`config.mk`:
```
export PLATFORM = sky130hd
export DESIGN_NAME = mxrv_pc_gen_flat
export DESIGN_NICKNAME = d
export VERILOG_FILES = /design/src/rtl/mxrv_pc_gen_if.sv /design/src/rtl/mxrv_pc_gen.sv /design/src/flat_wrapper.sv
export SDC_FILE = /design/constraint.sdc
export NUM_CORES = 1
export LEC_CHECK = 0
export BUFFER_PORTS_ARGS = -buffer_cell sky130_fd_sc_hd__buf_2
export CORE_UTILIZATION = 45
export DETAILED_ROUTE_END_ITERATION = 7
export PLACE_DENSITY = 0.81
export REMOVE_ABC_BUFFERS = 1
export SYNTH_ARGS = -nofsm -noshare
export SYNTH_HDL_FRONTEND = slang
export SYNTH_SLANG_ARGS = --single-unit
```
`constraint.sdc`:
```
create_clock -name clk -period 2.1 [get_ports clk]
set_clock_uncertainty 0.05 [all_clocks]
set_input_delay 0.105 -clock clk [delete_from_list [all_inputs] [get_ports clk]]
set_output_delay 0.105 -clock clk [all_outputs]
set_load 0.01 [all_outputs]
```
`src/rtl/mxrv_pc_gen_if.sv`:
```
// Request/redirect bundle between the mxrv fetch-side control and the PC generator.
// The master drives hold/redirect/ready; the slave (PC generator) drives the fetch request.
interface mxrv_pc_gen_if #(
    parameter int unsigned ADDR_WIDTH = 32
);
    logic                  hold_flag_i;
    logic                  jump_flag_i;
    logic [ADDR_WIDTH-1:0] jump_addr_i;
    logic                  trap_flag_i;
    logic [ADDR_WIDTH-1:0] trap_addr_i;
    logic                  fetch_ready_i;
    logic                  fetch_valid_o;
    logic [ADDR_WIDTH-1:0] pc_o;
    logic                  pend_o;
    logic                  misalign_o;

    modport master (
        output hold_flag_i, jump_flag_i, jump_addr_i, trap_flag_i, trap_addr_i, fetch_ready_i,
        input  fetch_valid_o, pc_o, pend_o, misalign_o
    );

    modport slave (
        input  hold_flag_i, jump_flag_i, jump_addr_i, trap_flag_i, trap_addr_i, fetch_ready_i,
        output fetch_valid_o, pc_o, pend_o, misalign_o
    );
endinterface

```
`src/rtl/mxrv_pc_gen.sv`:
```
// mxrv fetch-stage PC generator: handshake-driven increment, trap-over-jump redirects,
// and a single pending slot that holds a redirect arriving while the pipeline is held.
module mxrv_pc_gen #(
    parameter int unsigned           ADDR_WIDTH = 32,
    parameter logic [ADDR_WIDTH-1:0] RESET_ADDR = '0,
    parameter int unsigned           STEP       = 4,
    parameter int unsigned           ALIGN_BITS = 2
) (
    input logic          clk,
    input logic          rst_n,
    mxrv_pc_gen_if.slave bus
);
    localparam logic [ADDR_WIDTH-1:0] ALIGN_MASK = ~({ADDR_WIDTH{1'b1}} << ALIGN_BITS);

    logic [ADDR_WIDTH-1:0] pc_q, pc_d;
    logic [ADDR_WIDTH-1:0] pend_addr_q, pend_addr_d;
    logic                  pend_q, pend_d;
    logic                  pend_trap_q, pend_trap_d;
    logic                  misalign_q, misalign_d;
    logic                  started_q;

    logic [ADDR_WIDTH-1:0] sel_raw;
    logic [ADDR_WIDTH-1:0] sel_aligned;
    logic                  sel_misalign;
    logic                  new_wins;
    logic                  accept;

    assign sel_raw      = bus.trap_flag_i ? bus.trap_addr_i : bus.jump_addr_i;
    assign sel_aligned  = sel_raw & ~ALIGN_MASK;
    assign sel_misalign = |(sel_raw & ALIGN_MASK);
    // A new trap always wins; a new jump loses only to an already pending trap.
    assign new_wins     = bus.trap_flag_i | (bus.jump_flag_i & ~(pend_q & pend_trap_q));
    assign accept       = bus.fetch_valid_o & bus.fetch_ready_i;

    // NOTE: every next-state signal gets its hold value first, so no path through the
    // decision tree can leave one unassigned and infer a latch.
    always_comb begin
        pc_d        = pc_q;
        pend_d      = pend_q;
        pend_trap_d = pend_trap_q;
        pend_addr_d = pend_addr_q;
        misalign_d  = 1'b0;

        if (bus.hold_flag_i) begin
            if (new_wins) begin
                pend_d      = 1'b1;
                pend_trap_d = bus.trap_flag_i;
                pend_addr_d = sel_aligned;
                misalign_d  = sel_misalign;
            end
        end else if (new_wins) begin
            pc_d       = sel_aligned;
            pend_d     = 1'b0;
            misalign_d = sel_misalign;
        end else if (pend_q) begin
            // Covers both a plain release and a new jump beaten by a pending trap.
            pc_d   = pend_addr_q;
            pend_d = 1'b0;
        end else if (accept) begin
            pc_d = pc_q + ADDR_WIDTH'(STEP);
        end
    end

    // NOTE: state registers use non-blocking assignments so every flop samples the
    // pre-edge value of its peers regardless of process ordering.
    always_ff @(posedge clk or negedge rst_n) begin
        if (!rst_n) begin
            pc_q        <= RESET_ADDR;
            started_q   <= 1'b0;
            pend_q      <= 1'b0;
            pend_trap_q <= 1'b0;
            pend_addr_q <= '0;
            misalign_q  <= 1'b0;
        end else begin
            pc_q        <= pc_d;
            started_q   <= 1'b1;
            pend_q      <= pend_d;
            pend_trap_q <= pend_trap_d;
            pend_addr_q <= pend_addr_d;
            misalign_q  <= misalign_d;
        end
    end

    assign bus.fetch_valid_o = started_q & ~bus.hold_flag_i;
    assign bus.pc_o          = pc_q;
    assign bus.pend_o        = pend_q;
    assign bus.misalign_o    = misalign_q;
endmodule

```
`src/flat_wrapper.sv`:
```
// flat-port wrapper written by rule: the top's interface ports become plain ports
module mxrv_pc_gen_flat 
#(
    parameter int unsigned           ADDR_WIDTH = 32,
    parameter logic [ADDR_WIDTH-1:0] RESET_ADDR = '0,
    parameter int unsigned           STEP       = 4,
    parameter int unsigned           ALIGN_BITS = 2
)
  (clk, rst_n, bus_hold_flag_i, bus_jump_flag_i, bus_jump_addr_i, bus_trap_flag_i, bus_trap_addr_i, bus_fetch_ready_i, bus_fetch_valid_o, bus_pc_o, bus_pend_o, bus_misalign_o);
  mxrv_pc_gen_if #(.ADDR_WIDTH(ADDR_WIDTH)) bus_i ();
  input logic clk;
  input logic rst_n;
  input wire logic [$bits(bus_i.hold_flag_i)-1:0] bus_hold_flag_i;
  input wire logic [$bits(bus_i.jump_flag_i)-1:0] bus_jump_flag_i;
  input wire logic [$bits(bus_i.jump_addr_i)-1:0] bus_jump_addr_i;
  input wire logic [$bits(bus_i.trap_flag_i)-1:0] bus_trap_flag_i;
  input wire logic [$bits(bus_i.trap_addr_i)-1:0] bus_trap_addr_i;
  input wire logic [$bits(bus_i.fetch_ready_i)-1:0] bus_fetch_ready_i;
  output wire logic [$bits(bus_i.fetch_valid_o)-1:0] bus_fetch_valid_o;
  output wire logic [$bits(bus_i.pc_o)-1:0] bus_pc_o;
  output wire logic [$bits(bus_i.pend_o)-1:0] bus_pend_o;
  output wire logic [$bits(bus_i.misalign_o)-1:0] bus_misalign_o;
  assign bus_i.hold_flag_i = bus_hold_flag_i;
  assign bus_i.jump_flag_i = bus_jump_flag_i;
  assign bus_i.jump_addr_i = bus_jump_addr_i;
  assign bus_i.trap_flag_i = bus_trap_flag_i;
  assign bus_i.trap_addr_i = bus_trap_addr_i;
  assign bus_i.fetch_ready_i = bus_fetch_ready_i;
  assign bus_fetch_valid_o = bus_i.fetch_valid_o;
  assign bus_pc_o = bus_i.pc_o;
  assign bus_pend_o = bus_i.pend_o;
  assign bus_misalign_o = bus_i.misalign_o;
  mxrv_pc_gen #(.ADDR_WIDTH(ADDR_WIDTH), .RESET_ADDR(RESET_ADDR), .STEP(STEP), .ALIGN_BITS(ALIGN_BITS)) u_core (.clk(clk), .rst_n(rst_n), .bus(bus_i));
endmodule
```
## After elaboration in Yosys (flattened, before gate mapping)

Index checks and enable logic that the tools add are counted.

| storage, ports and cells | value |
|---|---|
| word-level logic and storage cells | 26 |
| flip-flop bits (word level) | 66 |
| bits of input ports | 70 |

| cells by class | value |
|---|---|
| bitwise gates (word level) | 7 |
| $add $sub $neg | 1 |
| equal/unequal tests | 1 |
| reduce and logical (&&, ||, !) cells | 4 |
| multiplexer cells | 7 |

Operators with widths:

| cell | count |
|---|---|
| $mux 32 | 4 |
| $add 32x3->32 const B | 1 |
| $and 1x1->1 | 4 |
| $reduce_and 2->1 | 2 |
| $mux 1 | 3 |
| $reduce_bool 3->1 | 1 |
| $ne 2x1->1 const B | 1 |
| $not 1->1 | 2 |
| $reduce_or 2->1 | 1 |
| $or 1x1->1 | 1 |

## Logic depth before layout (Yosys ltp)

Gate-level depths: netlist (run 1).

| logic depth | value |
|---|---|
| depth in word-level cells | 6 |
| mapped depth | 7 |
| gate-level depth less buffers | 6 |

## Least setup slack after synthesis (run 1)

Ideal clock, no wire load.

| timing | value |
|---|---|
| path type | flip-flop to flip-flop |
| start | register u_core.pc_q[2] (netlist: u_core.bus.pc_o[2]) |
| end | register u_core.pc_q[26] (netlist: u_core.bus.pc_o[26]) |
| data arrival time | 1.648 ns |
| path buffers | 0 |
| required time | 1.924 ns |
| cell stages (with the launch flop) | 7 |
| setup slack | 0.276 ns |
| cell sequence | dfrtp_1 -> ha_1 -> and3_1 -> nand3_2 -> nor3b_1 -> o21ai_0 -> a221o_1 |

| between the ends | value |
|---|---|
| longest elaborated chain between the ends | 4 |

RTL lines:

| element | line | source |
|---|---|---|
| start: declaration | mxrv_pc_gen.sv:15 | `logic [ADDR_WIDTH-1:0] pc_q, pc_d;` |
| start signal: assignment | mxrv_pc_gen.sv:75 | `pc_q <= pc_d;` |
| $add 32x3->32 | mxrv_pc_gen.sv:60 | `pc_d = pc_q + ADDR_WIDTH'(STEP);` |
| $mux 32 | mxrv_pc_gen.sv:59 | `end else if (accept) begin` |
| $mux 32 | mxrv_pc_gen.sv:55 | `end else if (pend_q) begin` |
| $mux 32 | mxrv_pc_gen.sv:51 | `end else if (new_wins) begin` |

Every way passes these cells. The select of a mux whose other input is x is not followed.
A chain may end at the register's enable or synchronous reset.

## Worst setup path after layout (run 1)

| timing | value |
|---|---|
| start | register u_core.pc_q[6] (netlist: u_core.bus.pc_o[6]) |
| end | register u_core.pc_q[31] (netlist: u_core.bus.pc_o[31]) |

Same word-level chain as after synthesis.

==> run metrics, run 1 <==
status finished, final reports clean; Setup Fix Bufs, Post-CTS 0; Slew headroom 61.4%; Synth cell types 60; Die Height 94.9 um; wire per inst 16.9 um; clock slew at reported path FFs ~0.070 ns; crit path to u_core.bus.pc_o[31]; required time of the critical path 2.29 ns; final core utilization 58.2%; register area share after synthesis between 40% and 50%; pin count of the biggest net entering global routing 38; worst vdd ir 428 uV; die area 0.00900 sq mm; ANT cells 0; CTS tree built; post-synthesis async set-or-reset flop share 100%; Leakage 2.22 nW; worst hold-check path type input pin to register; number of routed nets with antenna violations 0; r2r startpoint u_core.bus.pc_o[6]; dpl cell area 0.00459 sq mm; CTS Buf Count 9; clock sinks 64; commonest non-fill, non-tap cell in the layout buf_2; Compound-Gate Fraction of Synth Area 22.9%; met3 Usage GRT about 7%; Root Driver clkbuf_8; slowest stage cell, crit path or4_4; multiplexer share of the synthesized area 9.71%; CTS Buffer Depth 2; GRT Util Overall 26.0%; Starting Density between 40% and 50%; DR iter-0 viols 259; Cell Rows 33; CP startpoint kind register; Routed WL ~11 mm; final setup fails 0; first-pass GRT wire length about 18 mm; CP Class register to register; number of remaining DRC errors 0; Mean Syn Cell Area 8.76 sq um; dpl hpwl about 8.4 mm; Pins Over Slew Limit 0; Combinational Power Share 23.9%; CP Launch Point u_core.bus.pc_o[6]; Top FF cell, synth dfrtp_1; initial antenna violation count 0; RSZ-0062 raised after global routing no; power per cell area about 800 mW/mm^2; CP endpoint kind register; Clock power frac between 30% and 40%; worst slew pin tran 0.564 ns; share of cells above drive strength 1 29.2%; routing usage on met1 31.8%; Peak Freq 514 MHz; Via-to-Cell Ratio 5.87; area grow syn2layout 24.6%; Synth Area in Simple Gates 19.3%; worst path cell trace and3_1 > nand4_4 > or4_4 > o21ai_1 > a2bb2oi_2; worst reg2reg path depth 5; Net Switching between 1 and 1.5 mW; crit path max fanout 6; synthesized flop and latch total 64; largest family of logic cells by synthesized area compound AO/OA/AOI/OAI gates; FF-to-FF End u_core.bus.pc_o[31]; grt peak-use layer met2; fin area 0.00483 sq mm; sw frac a little under a third; Placer Congestion 0.928; most frequent cells in the layout buf_2, nand2_1, dfrtp_1, o21ai_0, a21oi_1; number of nets in the layout 624; R2R Setup Slk 0.15 ns; GRT Residual Overflow 0; GR met2 Demand/Resource between 40% and 50%; CP arrival 2.13 ns; xor-xnor portion of the synthesized cell area 1.81%; io pins 105; 1st-pass router iterations 5; P_int 2.58 mW; core area 0.00830 sq mm; max_cap viols 0; hold depth 3; Vias 3,889; H-tree lvl count 3; Die W 94.9 um; yosys warns 0; Synth Area in Adders 0.322%; Tmin final 1.95 ns; fin crit share 92.7%; vias in the first global route ~3,700; Reg power frac 42.9%; I/O Buffers 102; Skew-Pair Late Insertion Delay 0.36 ns; Mapped Cells 443; Post-Syn Area between 0.003 and 0.004 sq mm; final hold vios 0; worst stage delay on the critical path 0.57 ns; Post-synth EDFFs 0
[cells in the mapped netlist (all sizes together) (2+ instances only)]
| cell type | n | area share [%] |
|---|---|---|
| and3 | 7 | 1.1 |
| and4 | 4 | 0.90 |
| o31a | 2 | 0.45 |
| nand2b | 2 | 0.32 |
| nor4 | 5 | 0.81 |
| buf | 17 | 2.5 |
| o211ai | 5 | 0.97 |
| or3 | 6 | 0.97 |
| and2 | 2 | 0.32 |
| conb | 2 | 0.19 |
| a221o | 3 | 0.77 |
| a221oi | 3 | 0.68 |
| a21o | 2 | 0.39 |
| a211o | 6 | 1.4 |
| nand4 | 6 | 1.4 |
| o311ai | 4 | 0.90 |
| dfrtp | 64 | 41 |
| inv | 3 | 0.29 |
| nor2 | 12 | 1.2 |
| mux2i | 32 | 8.3 |
| xnor2 | 4 | 0.90 |
| mux2 | 5 | 1.5 |
| a211oi | 5 | 0.97 |
| clkbuf | 18 | 1.7 |
| a21oi | 35 | 4.6 |
| or4 | 2 | 0.48 |
| nor2b | 2 | 0.32 |
| nand3 | 13 | 1.8 |
| a31oi | 2 | 0.32 |
| xor2 | 4 | 0.90 |
| o21ai | 57 | 7.4 |
| o31ai | 5 | 0.97 |
| nor3 | 12 | 1.7 |
| nand2 | 75 | 7.3 |
[sequential cells by signal, summed over array words and instances, names as in the netlist]
signal and cells:
u_core.bus.pc_o 30, u_core.pend_addr_q 30, u_core.bus.misalign_o 1, u_core.bus.pend_o 1
u_core.pend_trap_q 1, u_core.started_q 1
[cell families (layout without fill, tap and decap cells)]
group,after synthesis,after routing
AOI/OAI and AO/OA,142,142
muxes,37,37
DFF,64,64
and+or+nand+nor,151,151
other,2,3
xor gates and xnor gates,8,8
adders and majority gates,1,1
buffers and inverters,38,152
[final cells by class]
cell class | instances | area, sq um
Clock buffer | 14 | 173
Clock inverter | 2 | 60.1
Fill cell | 737 | 3470
Inverter | 3 | 11.3
Multi-Input combinational cell | 342 | 2110
Sequential cell | 64 | 1600
Tap cell | 105 | 131
Timing Repair Buffer | 133 | 746
[worst max-delay path, delay by kind of cell (launching register included)]
family	cells	cell delay [ns]
and+or+nand+nor	3	1.09
AOI/OAI and AO/OA	2	0.26
DFF	1	0.42
[worst min-delay path by stage]
| stage | from | to |
|---|---|---|
| after global placement | rst_n | u_core.bus.misalign_o |
| final | bus_jump_addr_i[15] | u_core.pend_addr_q[15] |
| after detailed placement | rst_n | u_core.pend_addr_q[31] |
| after floorplan | rst_n | u_core.bus.misalign_o |
| after global routing | bus_jump_addr_i[5] | u_core.pend_addr_q[5] |
| after CTS | bus_trap_addr_i[1] | u_core.bus.misalign_o |
[stage by stage]
step | hold slack, ns | TNS (ns) | power, mW | instances | worst slack, ns
after floorplan | -0.241 | -35.12 | 2.08 | 409 | -0.958
after global placement | 0.0415 | 0 | 2.48 | 646 | 0.230
after detailed placement | 0.0388 | 0 | 2.52 | 646 | 0.143
after CTS | 0.0113 | 0 | 3.76 | 663 | 0.129
after global routing | 0.0293 | 0 | 3.94 | 663 | 0.0207
final | 0.0102 | 0 | 3.76 | 663 | 0.154
[what timing repair did]
action                     CTS  global route
resized for setup            0             1
hold buffers                 1             0
setup endpoints to repair    0             1
hold endpoints to repair    20             0
[routing by layer]
metal / wire, um / up-vias
met5: 0 / -
met1: 4620 / 1818
met3: 943 / 29
li1: - / 1844
met4: 225 / 0
met2: 5440 / 198
[power groups by stage]
stage | clock, mW | sequential (mW) | combinational, mW
detailed placement | 0 | 1.63 | 0.893
CTS | 1.26 | 1.61 | 0.898
floorplan | 0 | 1.64 | 0.437
finish | 1.25 | 1.61 | 0.898
global placement | 0 | 1.61 | 0.866
global route | 1.31 | 1.64 | 0.993
No activity file was read; power rests on OpenSTA's default activity.
==> run 2, diff against run 1 <==
--- a/config.mk
+++ b/config.mk
@@ -6,7 +6,9 @@
 export NUM_CORES = 1
 export LEC_CHECK = 0
 export BUFFER_PORTS_ARGS = -buffer_cell sky130_fd_sc_hd__buf_2
+export CORE_MARGIN = 2
 export CORE_UTILIZATION = 45
+export CTS_CLUSTER_DIAMETER = 100
 export DETAILED_ROUTE_END_ITERATION = 7
 export PLACE_DENSITY = 0.81
 export REMOVE_ABC_BUFFERS = 1
==> constraint.sdc (replaced) <==
create_clock -name clk -period 2.1 [get_ports clk]
set_clock_uncertainty 0.05 [all_clocks]
set_input_delay 0.42 -clock clk [delete_from_list [all_inputs] [get_ports clk]]
set_output_delay 0.42 -clock clk [all_outputs]
set_load 0.01 [all_outputs]
==> run 2 against run 1 <==
Non-clock buffer count up 3. Largest cell class unchanged. Sequential cell count unchanged. Largest power group unchanged. Sequential power about the same. Total power down 5.8%. Worst setup slack worse by 0.033 ns. Sequential share of layout area down 0.26 points. First-iteration DRC count up 9.7%. Wire length down 1.1%. Combinational power up 3.1%. Clock-buffer cell count down 2. Critical endpoint is now u_core.bus.pc_o[21]. Design area up 0.88%.
==> run metrics, run 2 (synthesized netlist as in run 1, its figures left out) <==
status finished, final reports clean (unchanged); CTS Buffer Depth 2 (unchanged); required time of the critical path 2.27 ns (was 2.29 ns); DR iter-0 viols 284 (was 259); CTS Buf Count 9 (unchanged); Crit path depth 7 (was 5); CP arrival 2.15 ns (was 2.13 ns); final core utilization 58.8% (was 58.2%); final setup fails 0 (unchanged); vias in the first global route 3,734 (was 3,677); wl on met1 4.70 mm (was 4.62 mm); pin count of the biggest net entering global routing 45 (was 38); power consumption 3.55 mW (was 3.76 mW); Cell Rows 33 (unchanged); Tmin final 1.98 ns (was 1.95 ns); Skew-Pair Late Insertion Delay 0.35 ns (was 0.36 ns); GRT Residual Overflow 0 (unchanged); power per cell area 727 mW/mm^2 (was 779 mW/mm^2); 1st-pass router iterations 5 (unchanged); CP bufs+invs 2 (was 0); Die Height 96.9 um (was 94.9 um); worst vdd ir 467 uV (was 428 uV); core area 0.00830 sq mm (unchanged); slowest stage cell, crit path dfrtp_1 (was or4_4); Vias 3,913 (was 3,889); fin crit share 94.2% (was 92.7%); max_cap viols 0 (unchanged); number of nets in the layout 627 (was 624); H-tree lvl count 3 (unchanged); commonest non-fill, non-tap cell in the layout buf_2 (unchanged); worst hold-check path type input pin to register (unchanged); first-pass GRT wire length 18.3 mm (was 17.8 mm); Root Driver clkbuf_8 (unchanged); number of routed nets with antenna violations 0 (unchanged); crit path max fanout 22 (was 6); Routed WL 11.1 mm (was 11.2 mm); hold depth 3 (unchanged); clock slew at reported path FFs 0.07 ns (about the same); number of remaining DRC errors 0 (unchanged); die area 0.00938 sq mm (was 0.00900 sq mm); I/O Buffers 102 (unchanged); io pins 105 (unchanged); CTS tree built (unchanged); final hold vios 0 (unchanged); highest routed layer met4 (unchanged); ANT cells 0 (unchanged); routed wl met3 811 um (was 943 um); worst path cell trace buf_6 > nand2_1 > a21o_1 > buf_4 > or3_1 > a21oi_1 > a311oi_1 (was and3_1 > nand4_4 > or4_4 > o21ai_1 > a2bb2oi_2); dpl hpwl 8.17 mm (was 8.40 mm); Via-to-Cell Ratio 5.88 (was 5.87); share of cells above drive strength 1 29.8% (was 29.2%); clock sinks 64 (unchanged); GRT Util Overall 23.6% (was 26.0%); Leakage 2.23 nW (was 2.22 nW); Peak Freq 505 MHz (was 514 MHz); wire per inst 16.7 um (was 16.9 um); initial antenna violation count 0 (unchanged); area grow syn2layout 25.7% (was 24.6%); CP Class register to register (unchanged); worst stage delay on the critical path 0.45 ns (was 0.57 ns); cell family with most CP delay compound AO/OA/AOI/OAI gates (was simple AND/OR/NAND/NOR gates); Pins Over Slew Limit 0 (unchanged); Placer Congestion 0.967 (was 0.928); CP endpoint kind register (unchanged); worst slew pin tran 0.527 ns (was 0.564 ns); met2 WL post-DR 5.41 mm (was 5.44 mm); worst reg2reg path depth 7 (was 5); Die W 96.9 um (was 94.9 um); RSZ-0062 raised after global routing no (unchanged); Slew headroom 64.8% (was 61.4%); Starting Density 46.8% (unchanged); CP startpoint kind register (unchanged); most frequent cells in the layout buf_2, nand2_1, dfrtp_1, o21ai_0, a21oi_1 (unchanged)
## run 2: timing repair
| action | CTS | global route |
|---|---|---|
| hold buffers | 1 | 0 |
| endpoints found under the setup margin | 0 | 3 |
| gates resized for setup | 0 | 4 |
| endpoints found under the hold margin | 3 | 0 |
| buffers inserted | 0 | 0 |
## run 2: through the flow
step	instances	TNS (ns)	hold WS, ns	instance area (sq um)	setup WS (ns)
2_1_floorplan	409	-35.12	0.0744	3720	-0.958
5_1_grt	666	0	0.332	4880	0.0360
3_5_place_dp	649	0	0.373	4670	0.0701
6_report	666	0	0.307	4880	0.121
3_3_place_gp	649	0	0.365	4670	0.102
4_1_cts	666	0	0.306	4860	0.0769
## run 2: layout make-up
class,instances,area [sq um]
Clock buffer,12,135
Clock inverter,4,45.0
Fill cell,760,3420
Inverter,3,11.3
Multi-Input combinational cell,342,2120
Sequential cell,64,1600
Tap cell,105,131
Timing Repair Buffer,136,835
## run 2: path summary, 6_finish.rpt
kind	endpoint	from	slack (ns)
max in group asynchronous	u_core.bus.pc_o[10]	rst_n	0.83
max reg2reg	u_core.bus.pc_o[21]	u_core.bus.pend_o	0.12
min in group asynchronous	u_core.pend_addr_q[31]	rst_n	0.54
min reg2reg	u_core.pend_addr_q[26]	u_core.pend_addr_q[26]	0.43
max	u_core.bus.pc_o[21]	u_core.bus.pend_o	0.12
min	u_core.bus.misalign_o	bus_trap_addr_i[1]	0.31
## run 2: layer usage
metal / track usage [%] / vias up
met5: 0 / -
met4: 7.80 / 0
met3: 4.91 / 17
met2: 38.6 / 169
met1: 31.3 / 1883
li1: - / 1844
## run 2: worst reg2reg max path: stages, from the launching register on
cell and delay [ns]:
dfrtp_1 0.45, buf_6 0.20, nand2_1 0.12, a21o_1 0.23, buf_4 0.22, or3_1 0.33, a21oi_1 0.20, a311oi_1 0.07
## run 2: report_power, final
part	total [mW]	switching, mW	internal (mW)
registers	1.61	0.184	1.42
logic	0.926	0.509	0.417
clock network	1.01	0.470	0.544
